<file path="src/rtl/shared_bus_arbiter_pkg.sv">
// Shared types and defaults for the wired-bus arbiter: FSM states,
// default sizing, and the pull-up level the bus floats to when undriven.
package shared_bus_arbiter_pkg;

  typedef enum logic [1:0] {
    IDLE  = 2'd0,
    GRANT = 2'd1,
    TURN  = 2'd2
  } arb_state_t;

  localparam int DEF_N        = 4;
  localparam int DEF_DW       = 8;
  localparam int DEF_MAX_HOLD = 8;

  // Every bus bit floats high when nobody drives (wired-AND with pull-ups).
  localparam logic IDLE_BUS_LEVEL = 1'b1;

endpackage

</file>
<file path="src/rtl/shared_bus_arbiter_rr_pick.sv">
// Round-robin priority picker: first requester at or after ptr, wrapping
// N-1 -> 0. Purely combinational.
module rr_pick #(
  parameter int N = 4
) (
  input  logic [N-1:0]         req,
  input  logic [$clog2(N)-1:0] ptr,
  output logic [$clog2(N)-1:0] winner,
  output logic                 any_req
);

  int idx;

  always_comb begin
    // NOTE: every variable gets a default before the loop so no path leaves it
    // unassigned; a missing default here would infer a latch.
    winner  = '0;
    any_req = 1'b0;
    idx     = 0;
    for (int i = 0; i < N; i++) begin
      idx = int'(ptr) + i;
      if (idx >= N) idx = idx - N;
      if (!any_req && req[idx]) begin
        any_req = 1'b1;
        winner  = ($clog2(N))'(idx);
      end
    end
  end

endmodule

</file>
<file path="src/rtl/shared_bus_arbiter.sv">
// Arbiter for N requesters on one wired bus: round-robin grant, hold limit
// when others wait, and a one-cycle TURN gap between consecutive drivers.
module shared_bus_arbiter
  import shared_bus_arbiter_pkg::*;
#(
  parameter int N        = DEF_N,
  parameter int DW       = DEF_DW,
  parameter int MAX_HOLD = DEF_MAX_HOLD
) (
  input  logic                 clk,
  input  logic                 rst,
  input  logic [N-1:0]         req,
  input  logic [N*DW-1:0]      data_in,
  output logic [N-1:0]         gnt,
  output logic [N-1:0]         bus_oe,
  output logic [DW-1:0]        bus_data,
  output logic                 bus_busy,
  output logic [$clog2(N)-1:0] owner
);

  localparam int PW = $clog2(N);
  localparam int HW = $clog2(MAX_HOLD + 1);

  arb_state_t    state;
  logic [PW-1:0] ptr;
  logic [HW-1:0] hold;
  logic [PW-1:0] winner;
  logic          any_req;
  logic          others_req;
  logic [PW-1:0] next_ptr;
  logic          hold_full;

  rr_pick #(.N(N)) u_pick (
    .req     (req),
    .ptr     (ptr),
    .winner  (winner),
    .any_req (any_req)
  );

  assign others_req = |(req & ~gnt);
  assign next_ptr   = (winner == PW'(N - 1)) ? '0 : winner + PW'(1);
  assign hold_full  = (hold == HW'(MAX_HOLD));

  // NOTE: all state is updated with non-blocking assignments so every register
  // samples pre-edge values regardless of statement order.
  always_ff @(posedge clk) begin
    if (rst) begin
      state <= IDLE;
      gnt   <= '0;
      ptr   <= '0;
      owner <= '0;
      hold  <= '0;
    end else begin
      case (state)
        IDLE, TURN: begin
          if (any_req) begin
            state <= GRANT;
            gnt   <= {{(N-1){1'b0}}, 1'b1} << winner;
            owner <= winner;
            ptr   <= next_ptr;
            hold  <= HW'(1);
          end else begin
            state <= IDLE;
          end
        end
        GRANT: begin
          // Release on owner drop, or preempt once the hold budget is spent
          // and someone else is waiting; a lone owner keeps the bus.
          if (!req[owner] || (hold_full && others_req)) begin
            state <= TURN;
            gnt   <= '0;
            hold  <= '0;
          end else if (!hold_full) begin
            hold <= hold + HW'(1);
          end
        end
        default: begin
          state <= IDLE;
          gnt   <= '0;
          hold  <= '0;
        end
      endcase
    end
  end

  assign bus_oe   = gnt;
  assign bus_busy = (state != IDLE);

  // Bus value is the owner's data while granted, otherwise the pull-up level;
  // a pending reset also forces the idle level immediately.
  always_comb begin
    bus_data = {DW{IDLE_BUS_LEVEL}};
    if (state == GRANT && !rst) bus_data = data_in[int'(owner)*DW +: DW];
  end

endmodule

</file>
<file path="config.mk">
export PLATFORM = sky130hd
export DESIGN_NAME = shared_bus_arbiter
export DESIGN_NICKNAME = d
export VERILOG_FILES = /design/src/rtl/shared_bus_arbiter_pkg.sv /design/src/rtl/shared_bus_arbiter_rr_pick.sv /design/src/rtl/shared_bus_arbiter.sv
export SDC_FILE = /design/constraint.sdc
export NUM_CORES = 1
export LEC_CHECK = 0
export BUFFER_PORTS_ARGS = -buffer_cell sky130_fd_sc_hd__buf_2
export CORE_ASPECT_RATIO = 1.4
export CORE_MARGIN = 8
export CORE_UTILIZATION = 45
export CTS_CLUSTER_SIZE = 12
export DETAILED_ROUTE_END_ITERATION = 12
export HOLD_SLACK_MARGIN = 0.15
export PLACE_DENSITY_LB_ADDON = 0.3
export SYNTH_ARGS = -nofsm -noshare
export SYNTH_HDL_FRONTEND = slang
export SYNTH_SLANG_ARGS = --single-unit
</file>
<file path="constraint.sdc">
create_clock -name clk -period 2.65 [get_ports clk]
set_clock_uncertainty 0.1 [all_clocks]
set_input_delay 0.53 -clock clk [delete_from_list [all_inputs] [get_ports clk]]
set_output_delay 0.53 -clock clk [all_outputs]
set_load 0.02 [all_outputs]
</file>
==> flow_summary_export.csv <==
group,metric,value,unit
sta,finalSetupTns,0,ps
yosys,synth.distinct_cells,43,
sta,hold_slack,403.1,ps
sta,min_period_over_period,0.9228,
final_layout,syn_to_final_growth,26.08,%
clock_tree,htree_levels,1,
floorplan,die_area,4638,um2
job,maxCapViolations,0,
route,wl_per_cell,15.65,um
critical_path,slowest_stage,"nor3_1",
clock_tree,clk_pin_slew_worst_paths,70,ps
global_route,antenna_found_initial,0,
yosys,async_flop_share,0,
floorplan,die_h,77.45,um
sta,post-route-min-period,2445,ps
clock_tree,cts-root-buf,"clkbuf_4",
floorplan,die_width,59.89,um
power,p_leak,0.6654,nW
yosys,synth_flop_cell,"dfxtp_1",
yosys,syn-num-nets,175,
yosys,synth_area_leader_cell,"dfxtp_1",
sta,worstMarginPinSlew,515.3,ps
route,drtIter0Drc,49,
global_route,gr-total-overflow,0,
final_layout,nets,230,
final_layout,antenna_cells,0,
critical_path,critPathKind,"reg2out",
floorplan,num_rows,22,
min_path,hold_path_class,"reg2reg",
critical_path,crit_path_max_incr_delay,470,ps
clock_tree,cts_hold_buf,0,
floorplan,coreArea,2587,um2
route,drc,0,
critical_path,timing.rr.start,"ptr[1]$_SDFFE_PP0P_",
critical_path,reg2reg_to,"bus_oe[2]$_SDFFE_PP0P_",
yosys,yosysTopAreaCellShare,0.2309,
global_route,track_usage,0.1496,
critical_path,crit_required,2020,ps
yosys,synth_edf_count,0,
global_route,grt_pass1_vias,1249,
critical_path,reg2reg_slack,550,ps
min_path,hold_end,"ptr[0]$_SDFFE_PP0P_",
power,p_per_area,435.8,nW/um2
min_path,hold_depth,2,
critical_path,cp_max_fo,8,
global_route,grt_max_degree,16,
sta,slew_headroom,0.6536,
route,vias,1227,
placed_design,dp.final_hpwl,2.862,mm
yosys,netlist_instances,131,
placed_design,gp_congestion,0.8183,
power,vdd_drop_max,0.2112,mV
placed_design,port_buffers,56,
clock_tree,clock_latency,270,ps
min_path,worstHoldStart,"ptr[0]$_SDFFE_PP0P_",
floorplan,io_pins,57,
route,firstDrtPassIters,4,
sta,finalHoldViolations,0,
yosys,synth_commonest_cells,"dfxtp_1, a21oi_1, nand2b_1",
yosys,netlist_top_cells_area,"dfxtp_1, mux4_2, ha_1",
global_route,grt_pass1_wl,5.630,mm
yosys,ys_warn_count,0,
critical_path,crit_chain,"inv_1, nor3_1, buf_4, nand2b_1, buf_2",
clock_tree,clockBufferDepth,2,
critical_path,start_kind,"register",
yosys,synth.most_common_cell,"dfxtp_1",
critical_path,critical_path_arrival,1820,ps
final_layout,drive_gt1_frac,0.4076,
clock_tree,cts_tree,"built",
route,drt-total-wl,3.444,mm
yosys,ys_seq_elements,14,
sta,grt_setup_unrepaired,"false",
yosys,synthesis.area,1214,um2
outcome,status,"finished clean",
critical_path,end_kind,"output pin",
route,ant_nets,0,
floorplan,start_util,0.4691,
sta,max_freq,408.9,MHz
sta,setup_viol,0,
clock_tree,cts.sinks,14,
sta,slew_viol_final,0,
yosys,seq_area_frac_synth,0.2309,
clock_tree,numCtsBuffers,3,
yosys,avgSynthCellArea,9.265,um2
critical_path,reg2reg_depth,7,
route,via_per_inst,5.577,
==> layer usage <==
metal  track usage  vias up  wire, um
li1              -      596         -
met1        0.1503      581      1291
met2        0.2687       42      1776
met3       0.04290        8       299
met4       0.06954        0        76
met5             0        -         0
==> layout by cell type (no fill, tap or decap), types with 2 or more instances in the layout <==
master,n
nand3_1,2
o22ai_1,2
mux2i_1,3
dfxtp_1,13
buf_4,3
ha_1,6
nor3_1,2
or4_1,3
buf_2,56
o31ai_1,2
inv_1,8
o21a_1,2
nor2b_1,3
nand2_1,7
mux4_2,8
a21oi_1,13
a32oi_1,2
nand3b_1,5
nor2_1,5
clkbuf_4,3
mux2_1,4
nand2b_1,9
a211oi_1,2
==> sequential cells by signal (all words and copies together), names as in the netlist <==
register / cells
ptr: 2
hold: 4
owner: 2
state: 2
bus_oe: 4
==> layout make-up <==
cell class	count	area (um2)
clock buffers	3	22.52
inverters	8	30.03
repair buffers	59	302.8
multi-input cells	100	848.3
well taps	36	45.04
flip-flops and latches	14	281.5
fillers	264	1057
==> report_power, final <==
group | internal [mW] | switching (mW)
combinational | 0.140 | 0.142
sequential | 0.231 | 0.0392
clock | 0.0527 | 0.0623
==> timing repair <==
| action | 4_1_cts | 5_1_grt |
|---|---|---|
| gates resized for setup | 0 | 1 |
| endpoints found under the setup margin | 0 | 4 |
| buffers inserted | 0 | 0 |
==> worst max-delay path: cells and delay by family (launching register included) <==
family	cells	cell delay, ps
buffers and inverters	3	580
DFF	1	440
and+or+nand+nor	2	530
==> logic make-up after synthesis <==
group,count (synthesis),share of synthesized area
buffers and inverters,17,0.07011
DFF,14,0.2309
and+or+nand+nor,47,0.2526
adders and majority gates,6,0.06185
AOI/OAI and AO/OA,32,0.1742
muxes,15,0.2103
==> through the flow <==
step                      instance area (um2)  setup slack [ps]  utilization  cells  power (mW)
final                                    1530             204.5       0.5914    220      0.6669
after global placement                   1506             413.9       0.5822    217      0.5506
after floorplan                          1214             501.2            -    131      0.4707
after global routing                     1530             66.26       0.5914    220      0.7164
after CTS                                1529             76.25       0.5909    220      0.6764
after detailed placement                 1506             382.5       0.5822    217      0.5567
==> how the worst max path moves through the flow <==
stage,from,end,depth (start not counted)
floorplan,owner[0]$_SDFFE_PP0P_,bus_data[0],3
global placement,owner[0]$_SDFFE_PP0P_,bus_data[1],3
detailed placement,req[0],bus_oe[3]$_SDFFE_PP0P_,9
CTS,owner[0]$_SDFFE_PP0P_,bus_data[1],3
global route,state[0]$_SDFFE_PP0P_,bus_data[2],5
finish,state[0]$_SDFFE_PP0P_,bus_data[7],5
No activity file was read; power rests on OpenSTA's default activity.
